<file path="src/rtl/m_rf_write_arbiter.sv">
// Two-source arbiter for the single register-file write port: port 0 (ALU) has
// fixed priority, and a starvation counter hands priority to port 1 (loads).
module m_rf_write_arbiter #(
  parameter int STARVE_LIMIT = 3,
  parameter int CNT_W        = 4
) (
  input  logic        i_clk,
  input  logic        i_rst,
  input  logic        i_v0,
  input  logic [4:0]  i_a0,
  input  logic [31:0] i_d0,
  output logic        o_r0,
  input  logic        i_v1,
  input  logic [4:0]  i_a1,
  input  logic [31:0] i_d1,
  output logic        o_r1,
  output logic        o_we,
  output logic [4:0]  o_aw,
  output logic [31:0] o_wd,
  output logic        o_starve
);

  // Handshake: a transfer on port X happens in any cycle where i_vX && o_rX.
  // Ready is a combinational function of the grant, never asserted without
  // valid, and forced low while i_rst is high.

  localparam logic [0:0] NORMAL = 1'b0;
  localparam logic [0:0] FAVOR1 = 1'b1;
  localparam logic [CNT_W-1:0] LIMIT = CNT_W'(STARVE_LIMIT);

  logic [0:0]       state;
  logic [CNT_W-1:0] cnt;
  logic             g0;
  logic             g1;
  logic             lost1;

  always_comb begin
    g0    = 1'b0;
    g1    = 1'b0;
    lost1 = 1'b0;
    if (!i_rst) begin
      g0 = i_v0 && !(i_v1 && (state == FAVOR1));
      g1 = i_v1 && !(i_v0 && (state == NORMAL));
    end
    // Port 1 only ever loses a conflict while in NORMAL.
    lost1 = g0 && i_v1;
  end

  assign o_r0     = g0;
  assign o_r1     = g1;
  assign o_starve = (state == FAVOR1);

  always_ff @(posedge i_clk) begin
    if (i_rst) begin
      o_we  <= 1'b0;
      o_aw  <= 5'd0;
      o_wd  <= 32'd0;
      cnt   <= '0;
      state <= NORMAL;
    end else begin
      // Writes to x0 complete the handshake but never reach the register file.
      o_we <= (g0 && (i_a0 != 5'd0)) || (g1 && (i_a1 != 5'd0));
      if (g0) begin
        o_aw <= i_a0;
        o_wd <= i_d0;
      end else if (g1) begin
        o_aw <= i_a1;
        o_wd <= i_d1;
      end

      if (g1) begin
        cnt   <= '0;
        state <= NORMAL;
      end else if (lost1) begin
        if (cnt < LIMIT) begin
          cnt <= cnt + 1'b1;
        end
        if (cnt >= LIMIT - 1'b1) begin
          state <= FAVOR1;
        end
      end
    end
  end

endmodule

</file>
<file path="config.mk">
export PLATFORM = sky130hd
export DESIGN_NAME = m_rf_write_arbiter
export DESIGN_NICKNAME = d
export VERILOG_FILES = /design/src/rtl/m_rf_write_arbiter.sv
export SDC_FILE = /design/constraint.sdc
export NUM_CORES = 1
export LEC_CHECK = 0
export ABC_AREA = 1
export CAP_MARGIN = 40
export CORE_ASPECT_RATIO = 1.5
export CORE_MARGIN = 1
export CORE_UTILIZATION = 43
export DETAILED_ROUTE_END_ITERATION = 12
export HOLD_SLACK_MARGIN = 0.1
export PLACE_DENSITY = 0.86
export SLEW_MARGIN = 20
export SYNTH_ARGS = -nofsm -noshare
export SYNTH_HDL_FRONTEND = slang
export SYNTH_SLANG_ARGS = --single-unit
</file>
<file path="constraint.sdc">
create_clock -name i_clk -period 1.89 [get_ports i_clk]
set_input_delay 0.378 -clock i_clk [delete_from_list [all_inputs] [get_ports i_clk]]
set_output_delay 0.378 -clock i_clk [all_outputs]
set_load 0.1 [all_outputs]
</file>
---- Word-level counts from Yosys, hierarchy flattened ----
Cells that the tools add are included.
cells by class
  bitwise operators ....................... 1
  reductions and logical operators ........ 16
  add/sub/neg operators ................... 1
  $lt $le $gt $ge ......................... 2
  multiplexer cells ....................... 6
operator list
  cell                                                 number
  2-to-1 mux 32 bit                                    2
  2-to-1 mux 5 bit                                     2
  nonzero test 5 bit                                   2
  logical AND 1 bit                                    7
  adder 4 x 1 -> 4 bit, second input constant          1
  >= comparator 4 x 2 -> 1 bit, second input constant  1
  < comparator 4 x 2 -> 1 bit, second input constant   1
  AND reduction 2 bit                                  2
  zero test 1 bit                                      2
  2-to-1 mux 1 bit                                     2
  nonzero test 2 bit                                   1
  OR reduction 2 bit                                   1
  logical OR 1 bit                                     1
  NOT 1 bit                                            1
storage, ports and cells
  bits of input ports ..................... 78
  output and inout bits ................... 41
  register bits ........................... 43
  word-level logic and storage cells ...... 31

---- Logic depth before layout (Yosys ltp) ----
Gate-level depths: netlist (run 1).
  depth in word-level cells ............... 7
  depth in mapped cells ................... 8
  gate-level depth less buffers ........... 7

---- Least setup slack after synthesis (run 1) ----
OpenSTA, ideal clock, no wires.
  path kind ............................... reg2out
  start ................................... register state, in the netlist o_starve
  end ..................................... output o_r1
  buffers on the path ..................... 2
  data required time ...................... 1.512 ns
  setup slack ............................. -0.469 ns
  stages on the path, launching flop included .. 7
  arrival time ............................ 1.981 ns
  cells stage by stage .................... dfxtp_1 inv_1 nand2_1 nand3_2 buf_4 buf_2 inv_2
between the ends
  cells in the longest elaborated chain, start to end .. 5
RTL lines
  element                 line  text
  from (decl)             31    logic [0:0] state;
  from (signal assigned)  59    state <= NORMAL;
  from (signal assigned)  73    state <= NORMAL;
  from (signal assigned)  79    state <= FAVOR1;
  NOT 1 bit               43    g1 = i_v1 && !(i_v0 && (state == NORMAL));
  logical AND 1 bit       43
  zero test 1 bit         43
  logical AND 1 bit       43
  2-to-1 mux 1 bit        41    if (!i_rst) begin
  to (decl)               16    output logic o_r1,
No other way between the ends.

---- Worst setup path in the final report (run 1) ----
  start ................................... input i_v1
  end ..................................... output o_r0
between the ends
  cells in the longest elaborated chain, start to end .. 4
RTL lines
  element            line  text
  from (decl)        13    input logic i_v1,
  logical AND 1 bit  42    g0 = i_v0 && !(i_v1 && (state == FAVOR1));
  zero test 1 bit    42
  logical AND 1 bit  42
  2-to-1 mux 1 bit   41
  to (decl)          12    output logic o_r0,
No other way between the ends.

==> impl_metrics.tcl, run 1 <==
set metrics [dict create \
    status "finished clean" \
    relSlewSlack_pct 77.8 \
    n_antenna_cell 0 \
    synth_area_leader_cell "dfxtp_1" \
    hold_violations 0 \
    gp_congestion 0.900 \
    fin_skew_ns 0.00493 \
    fp.dieH_um 92.4 \
    grt_max_degree 43 \
    holdBufCountCts 0 \
    tns_ns 0 \
    port_buffers 118 \
    first_iter_violations 151 \
    first_pass_iters 6 \
    yosys-top-cells-count "nand2_1, nor2_1, dfxtp_1" \
    clk_latency_ns 0.29 \
    path_class "in -> out" \
    io_pins 119 \
    async_reset_ff_share_pct 0 \
    tritoncts "done" \
    maxCapViolCount 0 \
    critical-path-max-stage-delay_ns 0.48 \
    min_path_type "reg -> reg" \
    synth_seq_area_share_pct 36.8 \
    max_freq_mhz 549 \
    synth_fp_nets 452 \
    final_max_slew_viol_count 0 \
    cp_max_fo 4 \
    setup-violations-final 0 \
    vias 2590 \
    drive_gt1_share_pct 13.6 \
    synth_area_leaders "dfxtp_1, nand2_1, nor2_1" \
    peakVddDrop_mv 0.433 \
    crit_chain "clkdlybuf4s50_1 > nand2_1 > nand3_4 > inv_4 > buf_12" \
    grtUsageTotal_pct 22.4 \
    ys.flop_type "dfxtp_1" \
    synth_edf_count 0 \
    grt_pass1_wl_mm 10.4 \
    clock_path_buffers 2 \
    synthCells 372 \
    synth_cell_types 20 \
    post_cts_buffers 0 \
    synth_seq_cells 43 \
    finalCritPeriodShare_pct 96.3 \
    rsz0062_at_grt "false" \
    initial_core_util_pct 45.0 \
    vias_per_cell 4.68 \
    ant_nets 0 \
    cp_top_family "buffers and inverters" \
    syn_avg_cell_area_um2 6.29 \
    worstPathRequired_ns 1.51 \
    antenna_found_initial 0 \
    yosysMostFrequentCell "nand2_1" \
    synth_warnings 0 \
    post-route-min-period_ns 1.82 \
    rows 32 \
    synth_area_mm2 0.00234 \
    place_hpwl_mm 4.53 \
    fp.coreArea_mm2 0.00520 \
    critPathBufInv 3 \
    fin_hold_ws_ns 0.438 \
    h-tree-depth 2 \
    powerDensity_mw_per_mm2 773 \
    cts_buffers 5 \
    total_power_mw 2.81 \
    p_leak_nw 1.79 \
    num-fill-cells 475 \
    root_buffer "clkbuf_8" \
    die_w_um 62.2 \
    wire_per_inst_um 11.1 \
    yosysTopAreaCellShare_pct 36.8 \
    cts.sink_count 43 \
    worstSetupEndpointType "output pin" \
    first_global_vias 2474 \
    cp_data_arrival_time_ns 1.44 \
    fin_nets 565 \
    startpoint_type "input port" \
    finalWirelength_mm 6.15 \
    path_clk_slew_ns 0.07 \
    cp_slowest_cell "clkdlybuf4s50_1" \
    dieArea_mm2 0.00575 \
    area_growth_pct 55.0 \
    tightest_slew_ns 0.333 \
    drc 0 \
    overflow 0 \
]
[worst paths after layout]
check	start	endpoint	cells past startpoint	slack (ns)
max	i_v1	o_r0	5	0.07
min	cnt[3]	cnt[3]	2	0.44
max reg2reg	o_starve	o_wd[23]	7	0.61
min reg2reg	cnt[3]	cnt[3]	2	0.44
[registers in the layout, indices dropped and copies added (netlist names)]
name	cells
cnt	4
o_wd	32
o_we	1
o_starve	1
o_aw	5
[what timing repair did]
action,CTS,global route
gates resized for setup,0,2
endpoints found under the hold margin,0,0
endpoints found under the setup margin,0,1
[layout make-up]
cell class / count / area [µm²] / share of cell area [%]
clock buffers: 8 / 100 / 2.76
multi-input cells: 293 / 1290 / 35.6
repair buffers: 128 / 1230 / 33.9
flip-flops and latches: 43 / 865 / 23.8
inverters: 14 / 57.6 / 1.59
well taps: 68 / 85.1 / 2.34
[worst register-to-register path, delay by kind of cell (launching register included)]
| family | cells | cell delay [ns] |
|---|---|---|
| buf+inv | 1 | 0.35 |
| simple gates | 6 | 0.52 |
| flops | 1 | 0.36 |
[cells in the final DEF (no fill, tap or decap), drive strengths merged]
cell / Yosys / routed
ha: 2 / 2
nand4: 1 / 1
nor3: 1 / 1
buf: 21 / 51
nand2: 155 / 155
clkbuf: 1 / 8
inv: 14 / 14
clkdlybuf4s50: 0 / 77
o21ai: 4 / 4
nor2: 87 / 87
a21oi: 1 / 1
dfxtp: 43 / 43
nand3b: 37 / 37
nand3: 5 / 5
[layer usage]
metal | global-route usage (%) | part of all wire, % | routed length [µm]
met5 | 0 | 0 | 0
met4 | 8.14 | 1.2 | 76
met3 | 4.06 | 4.3 | 266
met2 | 43.9 | 55 | 3350
met1 | 23.2 | 40 | 2450
[logic make-up (layout without fill, tap and decap cells)]
kind of cell / Yosys count / count (layout) / synth area share [%]
buffers and inverters: 36 / 150 / 8.34
AOI/OAI and AO/OA: 5 / 5 / 1.07
DFF: 43 / 43 / 36.8
and+or+nand+nor: 286 / 286 / 52.8
adders and majority gates: 2 / 2 / 1.07
[report_power, final]
part / switching, mW / internal, mW / leakage [nW] / total, mW
Clock: 0.289 / 0.333 / 0.0515 / 0.622
Sequential: 0.0332 / 0.978 / 0.356 / 1.01
Combinational: 0.786 / 0.387 / 1.38 / 1.17
Total: 1.11 / 1.70 / 1.79 / 2.81
[stage by stage]
stage | std cells | instance area [µm²] | util [%] | setup slack (ns)
after floorplan | 372 | 2340 | - | 0.0444
after global placement | 546 | 3520 | 67.6 | 0.0712
after detailed placement | 546 | 3520 | 67.6 | 0.0107
after CTS | 554 | 3620 | 69.5 | 0.0345
after global routing | 554 | 3630 | 69.7 | 0.0175
final | 554 | 3630 | 69.7 | 0.0700
(Power assumes the default switching activity.)
==> inputs of run 2 (changes only) <==
--- a/config.mk
+++ b/config.mk
@@ -13,6 +13,7 @@
 export DETAILED_ROUTE_END_ITERATION = 12
 export HOLD_SLACK_MARGIN = 0.1
 export PLACE_DENSITY = 0.86
+export REMOVE_ABC_BUFFERS = 1
 export SLEW_MARGIN = 20
 export SYNTH_ARGS = -nofsm -noshare
 export SYNTH_HDL_FRONTEND = slang
==> constraint.sdc (replaced) <==
create_clock -name i_clk -period 2.25 [get_ports i_clk]
set_input_delay 0.45 -clock i_clk [delete_from_list [all_inputs] [get_ports i_clk]]
set_output_delay 0.45 -clock i_clk [all_outputs]
set_load 0.1 [all_outputs]
==> run 2 against run 1 <==
  * Global-route usage down 0.11 points
  * Clock power down 15%
  * Register-to-register slack better by 0.28 ns
  * Critical endpoint unchanged
  * Largest cell class unchanged
  * Largest power group unchanged
==> impl_metrics.tcl, run 2 (synthesis results as in run 1) <==
set metrics [dict create \
    status "finished clean" \
    cts.sink_count 43 \
    dieArea_mm2 0.00575 \
    multi_input_area_mm2 0.00128 \
    h-tree-depth 2 \
    grt_pass1_wl_mm 10.2 \
    first_pass_iters 4 \
    fp.coreArea_mm2 0.00520 \
    drive_gt1_share_pct 13.0 \
    ant_nets 0 \
    fin_cells 552 \
    total_power_mw 2.35 \
    tritoncts "done" \
    io_pins 119 \
    cts_buffers 5 \
    hold_violations 0 \
    clk_latency_ns 0.29 \
    grtUsageTotal_pct 22.3 \
    cp_max_fo 5 \
    max_freq_mhz 504 \
    first_iter_violations 85 \
    tns_ns 0 \
    peakVddDrop_mv 0.407 \
    overflow 0 \
    setup-violations-final 0 \
    finalWirelength_mm 6.32 \
    path_class "in -> out" \
    min_from "cnt[2]" \
    largest_reg_flops 32 \
    first_global_vias 2405 \
    cp_data_arrival_time_ns 1.53 \
    root_buffer "clkbuf_8" \
    port_buffers 118 \
    min_to "cnt[2]" \
    fin_skew_ns 0.00731 \
    rows 32 \
    finalCritPeriodShare_pct 88.1 \
    grt_max_degree 43 \
    worstPathRequired_ns 1.80 \
    largest_register "o_wd" \
    final_max_slew_viol_count 0 \
    reg2reg_depth 7 \
    powerDensity_mw_per_mm2 662 \
    r2r-start "o_starve" \
    ctsResizeCount 0 \
    clock_path_buffers 2 \
    relSlewSlack_pct 72.2 \
    rsz0062_at_grt "false" \
    layout_commonest_cell "nand2_1" \
    seqCellArea_um2 861 \
    startpoint_type "input port" \
    die_w_um 62.2 \
    fin_nets 563 \
    min_path_type "reg -> reg" \
    wire_per_inst_um 11.4 \
    holdBufCountCts 0 \
    reg_top3 "o_wd: 32 flops, o_aw: 5 flops, cnt: 4 flops" \
    post-route-min-period_ns 1.98 \
    place_hpwl_mm 4.57 \
    r2r_setup_slack_ns 0.89 \
    initial_core_util_pct 45.0 \
    fp.dieH_um 92.4 \
    final_cell_mix "nand2_1, nor2_1, clkdlybuf4s50_1" \
    p_leak_nw 1.76 \
    hold_path_depth 2 \
    tightest_slew_ns 0.416 \
    num-fill-cells 489 \
    n_antenna_cell 0 \
    timing.rr.end "o_wd[4]" \
    post_cts_buffers 0 \
    antenna_found_initial 0 \
    maxCapViolCount 0 \
    area_growth_pct 51.6 \
    vias_per_cell 4.65 \
    worstSetupEndpointType "output pin" \
    drc 0 \
    vias 2565 \
    path_clk_slew_ns 0.08 \
    placed_cells 544 \
    gp_congestion 0.816 \
]
==> run 2: changes by cell type in the layout (fill, tap and decap cells not counted) <==
| cell | before | now |
|---|---|---|
| buf_12 | 6 | 2 |
| buf_4 | 45 | 47 |
| dfxtp_1 | 42 | 43 |
| dfxtp_4 | 1 | 0 |
| inv_2 | 2 | 3 |
| inv_4 | 2 | 1 |
| nand3_2 | 1 | 2 |
| nand3_4 | 1 | 0 |
==> run 2: how the worst max path moves through the flow <==
| stage | start | end | slack (ns) | cells after the start |
|---|---|---|---|---|
| 2_1_floorplan | i_rst | o_r0 | -0.92 | 3 |
| 3_3_place_gp | i_v1 | o_r0 | 0.31 | 5 |
| 3_5_place_dp | i_v1 | o_wd[4] | 0.22 | 8 |
| 4_1_cts | i_v1 | o_r0 | 0.26 | 5 |
| 5_1_grt | i_v1 | o_r0 | 0.19 | 5 |
| 6_report | i_v1 | o_r0 | 0.27 | 5 |
==> run 2: per-layer routing <==
layer,vias to the layer above,global-route usage (%),share of wire (%)
met5,-,0,0
met4,0,8.91,1.8
met3,11,4.68,4.2
met2,65,42.8,54
met1,1130,23.1,39
li1,1359,-,-
==> run 2: area by class of cell <==
| class | instances | share of cell area [%] |
|---|---|---|
| flip-flops and latches | 43 | 24.3 |
| well taps | 68 | 2.40 |
| inverters | 14 | 1.55 |
| multi-input cells | 293 | 36.2 |
| repair buffers | 126 | 32.8 |
| clock buffers | 8 | 2.82 |
==> run 2: metrics by stage <==
step | setup slack (ns) | utilization [%] | instance area, µm² | hold slack (ns)
2_1_floorplan | -0.919 | - | 2200 | 0.408
3_3_place_gp | 0.308 | 66.3 | 3450 | 0.416
3_5_place_dp | 0.225 | 66.3 | 3450 | 0.423
4_1_cts | 0.264 | 68.2 | 3550 | 0.435
5_1_grt | 0.187 | 68.2 | 3550 | 0.455
6_report | 0.267 | 68.2 | 3550 | 0.431
==> run 2: critical path, stage by stage <==
cell and delay, ns:
clkdlybuf4s50_1 0.48, nand2_1 0.13, nand3_2 0.13, inv_2 0.15, buf_12 0.18
==> run 2: power by group <==
group	internal, mW	switching [mW]
Combinational	0.308	0.660
Clock	0.280	0.251
Sequential	0.822	0.0284
